### config.mk
export PLATFORM = sky130hd
export DESIGN_NAME = cpu_mem_port_arbiter
export DESIGN_NICKNAME = d
export VERILOG_FILES = /design/src/rtl/cpu_mem_port_arbiter.sv
export SDC_FILE = /design/constraint.sdc
export NUM_CORES = 1
export LEC_CHECK = 0
export ABC_AREA = 1
export ABC_CLOCK_PERIOD_IN_PS = 4700
export BUFFER_PORTS_ARGS = -buffer_cell sky130_fd_sc_hd__clkbuf_2
export CORE_AREA = 2 2 109 111
export DETAILED_ROUTE_END_ITERATION = 16
export DIE_AREA = 0 0 111 113
export GPL_TIMING_DRIVEN = 0
export SLEW_MARGIN = 20
export SYNTH_ARGS = -nofsm -noshare
export SYNTH_HDL_FRONTEND = slang
export SYNTH_SLANG_ARGS = --single-unit
### constraint.sdc
create_clock -name clk -period 4.7 [get_ports clk]
set_input_delay 0.94 -clock clk [delete_from_list [all_inputs] [get_ports clk]]
set_output_delay 0.94 -clock clk [all_outputs]
set_load 0.01 [all_outputs]
### src/rtl/cpu_mem_port_arbiter.sv
// Round-robin arbiter sharing one memory port between the D-cache and I-refill ports.
// Each transaction owns the port until all response beats return; a timeout closes it out with error beats.
module cpu_mem_port_arbiter #(
  parameter int ADDR_W  = 32,
  parameter int DATA_W  = 32,
  parameter int LEN_W   = 3,
  parameter int TIMEOUT = 1023
) (
  input  logic              clk,
  input  logic              reset,
  input  logic              d_cmd_valid,
  output logic              d_cmd_ready,
  input  logic              d_cmd_wr,
  input  logic [ADDR_W-1:0] d_cmd_addr,
  input  logic [DATA_W-1:0] d_cmd_wdata,
  input  logic [LEN_W-1:0]  d_cmd_len,
  output logic              d_rsp_valid,
  output logic [DATA_W-1:0] d_rsp_rdata,
  output logic              d_rsp_error,
  input  logic              i_cmd_valid,
  output logic              i_cmd_ready,
  input  logic [ADDR_W-1:0] i_cmd_addr,
  input  logic [LEN_W-1:0]  i_cmd_len,
  output logic              i_rsp_valid,
  output logic [DATA_W-1:0] i_rsp_rdata,
  output logic              i_rsp_error,
  output logic              mem_cmd_valid,
  input  logic              mem_cmd_ready,
  output logic              mem_cmd_wr,
  output logic [ADDR_W-1:0] mem_cmd_addr,
  output logic [DATA_W-1:0] mem_cmd_wdata,
  output logic [LEN_W-1:0]  mem_cmd_len,
  input  logic              mem_rsp_valid,
  input  logic [DATA_W-1:0] mem_rsp_rdata,
  input  logic              mem_rsp_error,
  output logic [1:0]        grant,
  output logic              timeout_pulse,
  output logic              spurious_rsp
);

  localparam int TW = (TIMEOUT > 0) ? $clog2(TIMEOUT + 1) : 1;
  localparam logic [TW-1:0]  TMAX    = TW'(TIMEOUT);
  localparam logic [TW-1:0]  TONE    = TW'(1);
  localparam logic [LEN_W:0] CNT_ONE = (LEN_W+1)'(1);

  typedef enum logic [1:0] {IDLE, CMD, RSP, FLUSH} state_t;

  state_t           state, state_nx;
  logic [1:0]       grant_nx;
  logic             last, last_nx;   // 1 = I-port owned the previous transaction
  logic [LEN_W:0]   cnt, cnt_nx;
  logic [TW-1:0]    timer, timer_nx;
  logic             own_i, rsp_go, rsp_err, tmo_fire, pick_i;
  logic [DATA_W-1:0] rsp_data;

  assign own_i = grant[1];

  // Command and response paths are pure muxes on the registered grant.
  always_comb begin
    mem_cmd_wr    = ~own_i & d_cmd_wr;
    mem_cmd_addr  = own_i ? i_cmd_addr : d_cmd_addr;
    mem_cmd_wdata = own_i ? '0 : d_cmd_wdata;
    mem_cmd_len   = own_i ? i_cmd_len : (d_cmd_wr ? '0 : d_cmd_len);
    mem_cmd_valid = (state == CMD) && (own_i ? i_cmd_valid : d_cmd_valid);
    d_cmd_ready   = (state == CMD) && grant[0] && mem_cmd_ready;
    i_cmd_ready   = (state == CMD) && grant[1] && mem_cmd_ready;
    rsp_go        = ((state == RSP) && mem_rsp_valid) || (state == FLUSH);
    rsp_data      = (state == FLUSH) ? '0 : mem_rsp_rdata;
    rsp_err       = (state == FLUSH) ? 1'b1 : mem_rsp_error;
    d_rsp_valid   = rsp_go && grant[0];
    d_rsp_rdata   = rsp_data;
    d_rsp_error   = rsp_err;
    i_rsp_valid   = rsp_go && grant[1];
    i_rsp_rdata   = rsp_data;
    i_rsp_error   = rsp_err;
    // A beat landing on the deadline cycle still counts as progress.
    tmo_fire      = (TIMEOUT != 0) && (state == RSP) && !mem_rsp_valid && (timer == TMAX);
    timeout_pulse = tmo_fire;
  end

  always_comb begin
    state_nx = state;
    grant_nx = grant;
    last_nx  = last;
    cnt_nx   = cnt;
    timer_nx = timer;
    pick_i   = i_cmd_valid && (!d_cmd_valid || !last);
    case (state)
      IDLE: if (d_cmd_valid || i_cmd_valid) begin
        grant_nx = pick_i ? 2'b10 : 2'b01;
        state_nx = CMD;
      end
      CMD: if (mem_cmd_valid && mem_cmd_ready) begin
        cnt_nx   = own_i ? ({1'b0, i_cmd_len} + CNT_ONE)
                         : (d_cmd_wr ? CNT_ONE : ({1'b0, d_cmd_len} + CNT_ONE));
        timer_nx = '0;
        state_nx = RSP;
      end
      RSP: if (mem_rsp_valid) begin
        timer_nx = '0;
        cnt_nx   = cnt - CNT_ONE;
        if (cnt <= CNT_ONE) begin
          state_nx = IDLE;
          last_nx  = grant[1];
          grant_nx = 2'b00;
        end
      end else if (tmo_fire) begin
        state_nx = FLUSH;
      end else if (timer != TMAX) begin
        timer_nx = timer + TONE;
      end
      FLUSH: begin
        cnt_nx = cnt - CNT_ONE;
        if (cnt <= CNT_ONE) begin
          state_nx = IDLE;
          last_nx  = grant[1];
          grant_nx = 2'b00;
        end
      end
      default: state_nx = IDLE;
    endcase
  end

  always_ff @(posedge clk) begin
    if (reset) begin
      state        <= IDLE;
      grant        <= 2'b00;
      last         <= 1'b1;
      cnt          <= '0;
      timer        <= '0;
      spurious_rsp <= 1'b0;
    end else begin
      state        <= state_nx;
      grant        <= grant_nx;
      last         <= last_nx;
      cnt          <= cnt_nx;
      timer        <= timer_nx;
      spurious_rsp <= spurious_rsp | (mem_rsp_valid && (state != RSP));
    end
  end

endmodule

==> results_dict.tcl <==
set metrics [dict create \
    outcome "finished, final reports clean" \
    synth.most_common_cell "nand2_1" \
    worst_path_largest_cell_delay_ps 410 \
    fill_cells 1275 \
    fin_crit_sh_pct 59.2 \
    routed_wl_um 11100 \
    avgSynthCellArea_um2 5.25 \
    worstSetupPathType "reg2out" \
    ys_seq_elements 20 \
    setup_tns_ps 0 \
    p_leak_nw 2.83 \
    critPathMaxFanout 10 \
    power_density_nw_per_um2 357 \
    hpwl_um 9590 \
    grt_pass1_vias 3349 \
    place_ws_ps 2020 \
    synth_top_family_by_area "simple AND/OR/NAND/NOR gates" \
    r2r_slack_ps 2890 \
    r2r-end "grant[0]" \
    synth_edf_count 0 \
    finalHoldViolations 0 \
    syn_nets 656 \
    clock_latency_ps 250 \
    yosys-top-cells-area "nand2_1 (22%), dfxtp_1 (15%), nor2_1 (14%)" \
    holdPathEnd "spurious_rsp" \
    synth_xor_area_share_pct 0.332 \
    post_drt_wl_per_cell_um 11.8 \
    yosys_warnings 0 \
    cp_data_required_time_ps 3760 \
    fmax_mhz 360 \
    postSynthCellCount 503 \
    grt-ovfl-total 0 \
    min_path_cells 2 \
    relSlewSlack_pct 55.6 \
    port_buffers 284 \
    numCtsBuffers 3 \
    yosysTopAreaCell "nand2_1" \
    synthAdderAreaFrac_pct 5.22 \
    maxCapViolations 0 \
    drc 0 \
    peakVddDrop_v 0.000231 \
    first_pass_iters 4 \
    post-route-util_pct 38.3 \
    synth_cell_types 32 \
    syn-cell-area_um2 2640 \
    cts_tree "built" \
    grt_antenna_before_repair 0 \
    worst_pin_slew_ps 666 \
    vias_per_cell 3.97 \
    cts_root_buffer "clkbuf_16" \
    cts.sinks 20 \
    min_from "spurious_rsp" \
    fin_crit_ps 2780 \
    coreArea_um2 11300 \
    grt_use_total_pct 16.6 \
    synth_async_sr_flop_share_pct 0 \
    rr_worst_depth 8 \
    fp.dieW_um 111 \
    die_h_um 113 \
    diodes 0 \
    synth_common_cells "nand2_1 (153), nor2_1 (95), inv_1 (91)" \
    pin_count 285 \
    cp-end-kind "output port" \
    ctsResizeCount 0 \
    synthSimpleGateAreaFrac_pct 45.5 \
    ctsHoldBuffers 0 \
    seq_area_frac_synth_pct 15.2 \
    crit_buf_inv 4 \
    skew_ps 4.66 \
    worst_setup_path_start_kind "flip-flop" \
    cts_buffer_depth 2 \
    drtAntennaViolNets 0 \
    setup-violations-final 0 \
    num_vias 3703 \
    whs_ps 483 \
    design_area_um2 4310 \
    synth_top_cell_area_share_pct 21.8 \
    hold_class "reg2reg" \
    crit_chain "ha_1 -> buf_2 -> clkbuf_1 -> nor2_1 -> buf_4 -> clkbuf_2" \
    grt_max_degree 11 \
    num_rows 39 \
    crit_arrival_ps 1840 \
    rsz0062_at_grt "false" \
    critPathSlowestCell "dfxtp_1" \
    nNetsFinal 945 \
    areaGrowthSynthToFinish_pct 63.5 \
    yosys-mux-area-fraction_pct 0 \
    drtIter0Drc 232 \
    report.final.slew_viol_count 0 \
    reg2reg_from "state[0]" \
    synth_compound_area_share_pct 8.30 \
    initial_core_util_pct 23.4 \
    post_cts_buffers 0 \
    htreeDepth 1 \
    fin_ws_ps 1920 \
    synth_top_flop_cell "dfxtp_1" \
    clkTransAtPathRegs_ps 60 \
    routabilityCongestion 0.872 \
    place_area_um2 4240 \
    grt_pass1_wl_um 17200 \
    critPathTopFamily "buffers and inverters" \
    dieArea_um2 12500 \
    drive_gt1_share_pct 43.9 \
]
==> area by class of cell <==
class / count / area, µm² / share of cell area [%]
multi-input cells: 339 / 1570 / 36.3
flip-flops and latches: 20 / 400 / 9.28
repair buffers: 284 / 1420 / 32.9
inverters: 95 / 359 / 8.32
well taps: 143 / 179 / 4.15
plain buffers: 49 / 314 / 7.28
clock buffers: 3 / 75.1 / 1.74
==> through the flow <==
stage,total power (W),std cells
floorplan,0.000945,503
global placement,0.00138,930
detailed placement,0.00138,930
CTS,0.00156,933
global route,0.00171,933
finish,0.00154,933
==> cells by family (layout without fill, tap and decap cells) <==
logic type,count (synthesis),count (layout)
fa+ha+maj,11,11
simple gates,290,290
flops,20,20
compound gates,37,37
xor+xnor,1,1
buf+inv,144,431
==> flip-flops by register name, summed over array words and instances, names as in the netlist <==
name / cells
timer: 10
state: 2
spurious_rsp: 1
last: 1
grant: 2
cnt: 4
==> where the power goes <==
group	internal (W)	leakage [nW]	switching (W)
Combinational	0.000435	2.63	0.000695
Sequential	0.000204	0.163	0.0000310
Clock	0.000112	0.0370	0.0000636
Total	0.000752	2.83	0.000789
==> cell usage in the layout (no fill, tap or decap) <==
master | netlist | layout
clkbuf_16 | 0 | 3
dfxtp_1 | 20 | 20
nor3_1 | 6 | 6
buf_2 | 2 | 2
nor2_1 | 95 | 95
ha_1 | 11 | 11
inv_1 | 91 | 91
or2_2 | 2 | 2
a21oi_2 | 4 | 4
buf_4 | 34 | 34
nand3_1 | 15 | 15
clkbuf_1 | 12 | 12
nor2_4 | 1 | 1
a21oi_1 | 16 | 16
o21ai_1 | 1 | 1
clkbuf_2 | 0 | 284
nand4_1 | 4 | 4
nand3_4 | 1 | 1
nand3_2 | 3 | 3
o21ai_0 | 9 | 9
o211ai_1 | 2 | 2
o21bai_1 | 1 | 1
o22ai_1 | 1 | 1
buf_1 | 1 | 1
o31ai_1 | 1 | 1
inv_4 | 1 | 1
nor2_2 | 2 | 2
inv_2 | 3 | 3
nand2_4 | 1 | 1
a22o_1 | 2 | 2
nand2_2 | 6 | 6
xor2_1 | 1 | 1
nand2_1 | 153 | 153
nor4_1 | 1 | 1
==> layer usage <==
| metal | GRT usage, % | routed length [µm] | vias to the layer above | part of all wire, % |
|---|---|---|---|---|
| met5 | 0 | 0 | - | 0 |
| met4 | 4.17 | 233 | 0 | 2.1 |
| met3 | 2.30 | 500 | 14 | 4.5 |
| met2 | 29.0 | 5410 | 107 | 49 |
| met1 | 21.6 | 4910 | 1551 | 44 |
| li1 | - | - | 2031 | - |
==> worst min-delay path: stages (launching register included) <==
cell and delay [ps]:
dfxtp_1 320, a21oi_1 40, nor2_1 80
==> worst max-delay path by stage <==
stage                             start               to  slack [ps]  cells after the start
after floorplan           mem_rsp_valid    timeout_pulse        2350                      3
after global placement    mem_rsp_valid    timeout_pulse        2030                      5
after detailed placement  mem_rsp_valid    timeout_pulse        2020                      5
after CTS                      state[0]  i_rsp_rdata[17]        1890                      6
after global routing           state[0]  i_rsp_rdata[17]        1710                      6
final                          state[0]  i_rsp_rdata[17]        1920                      6
No activity file was read; power rests on OpenSTA's default activity.
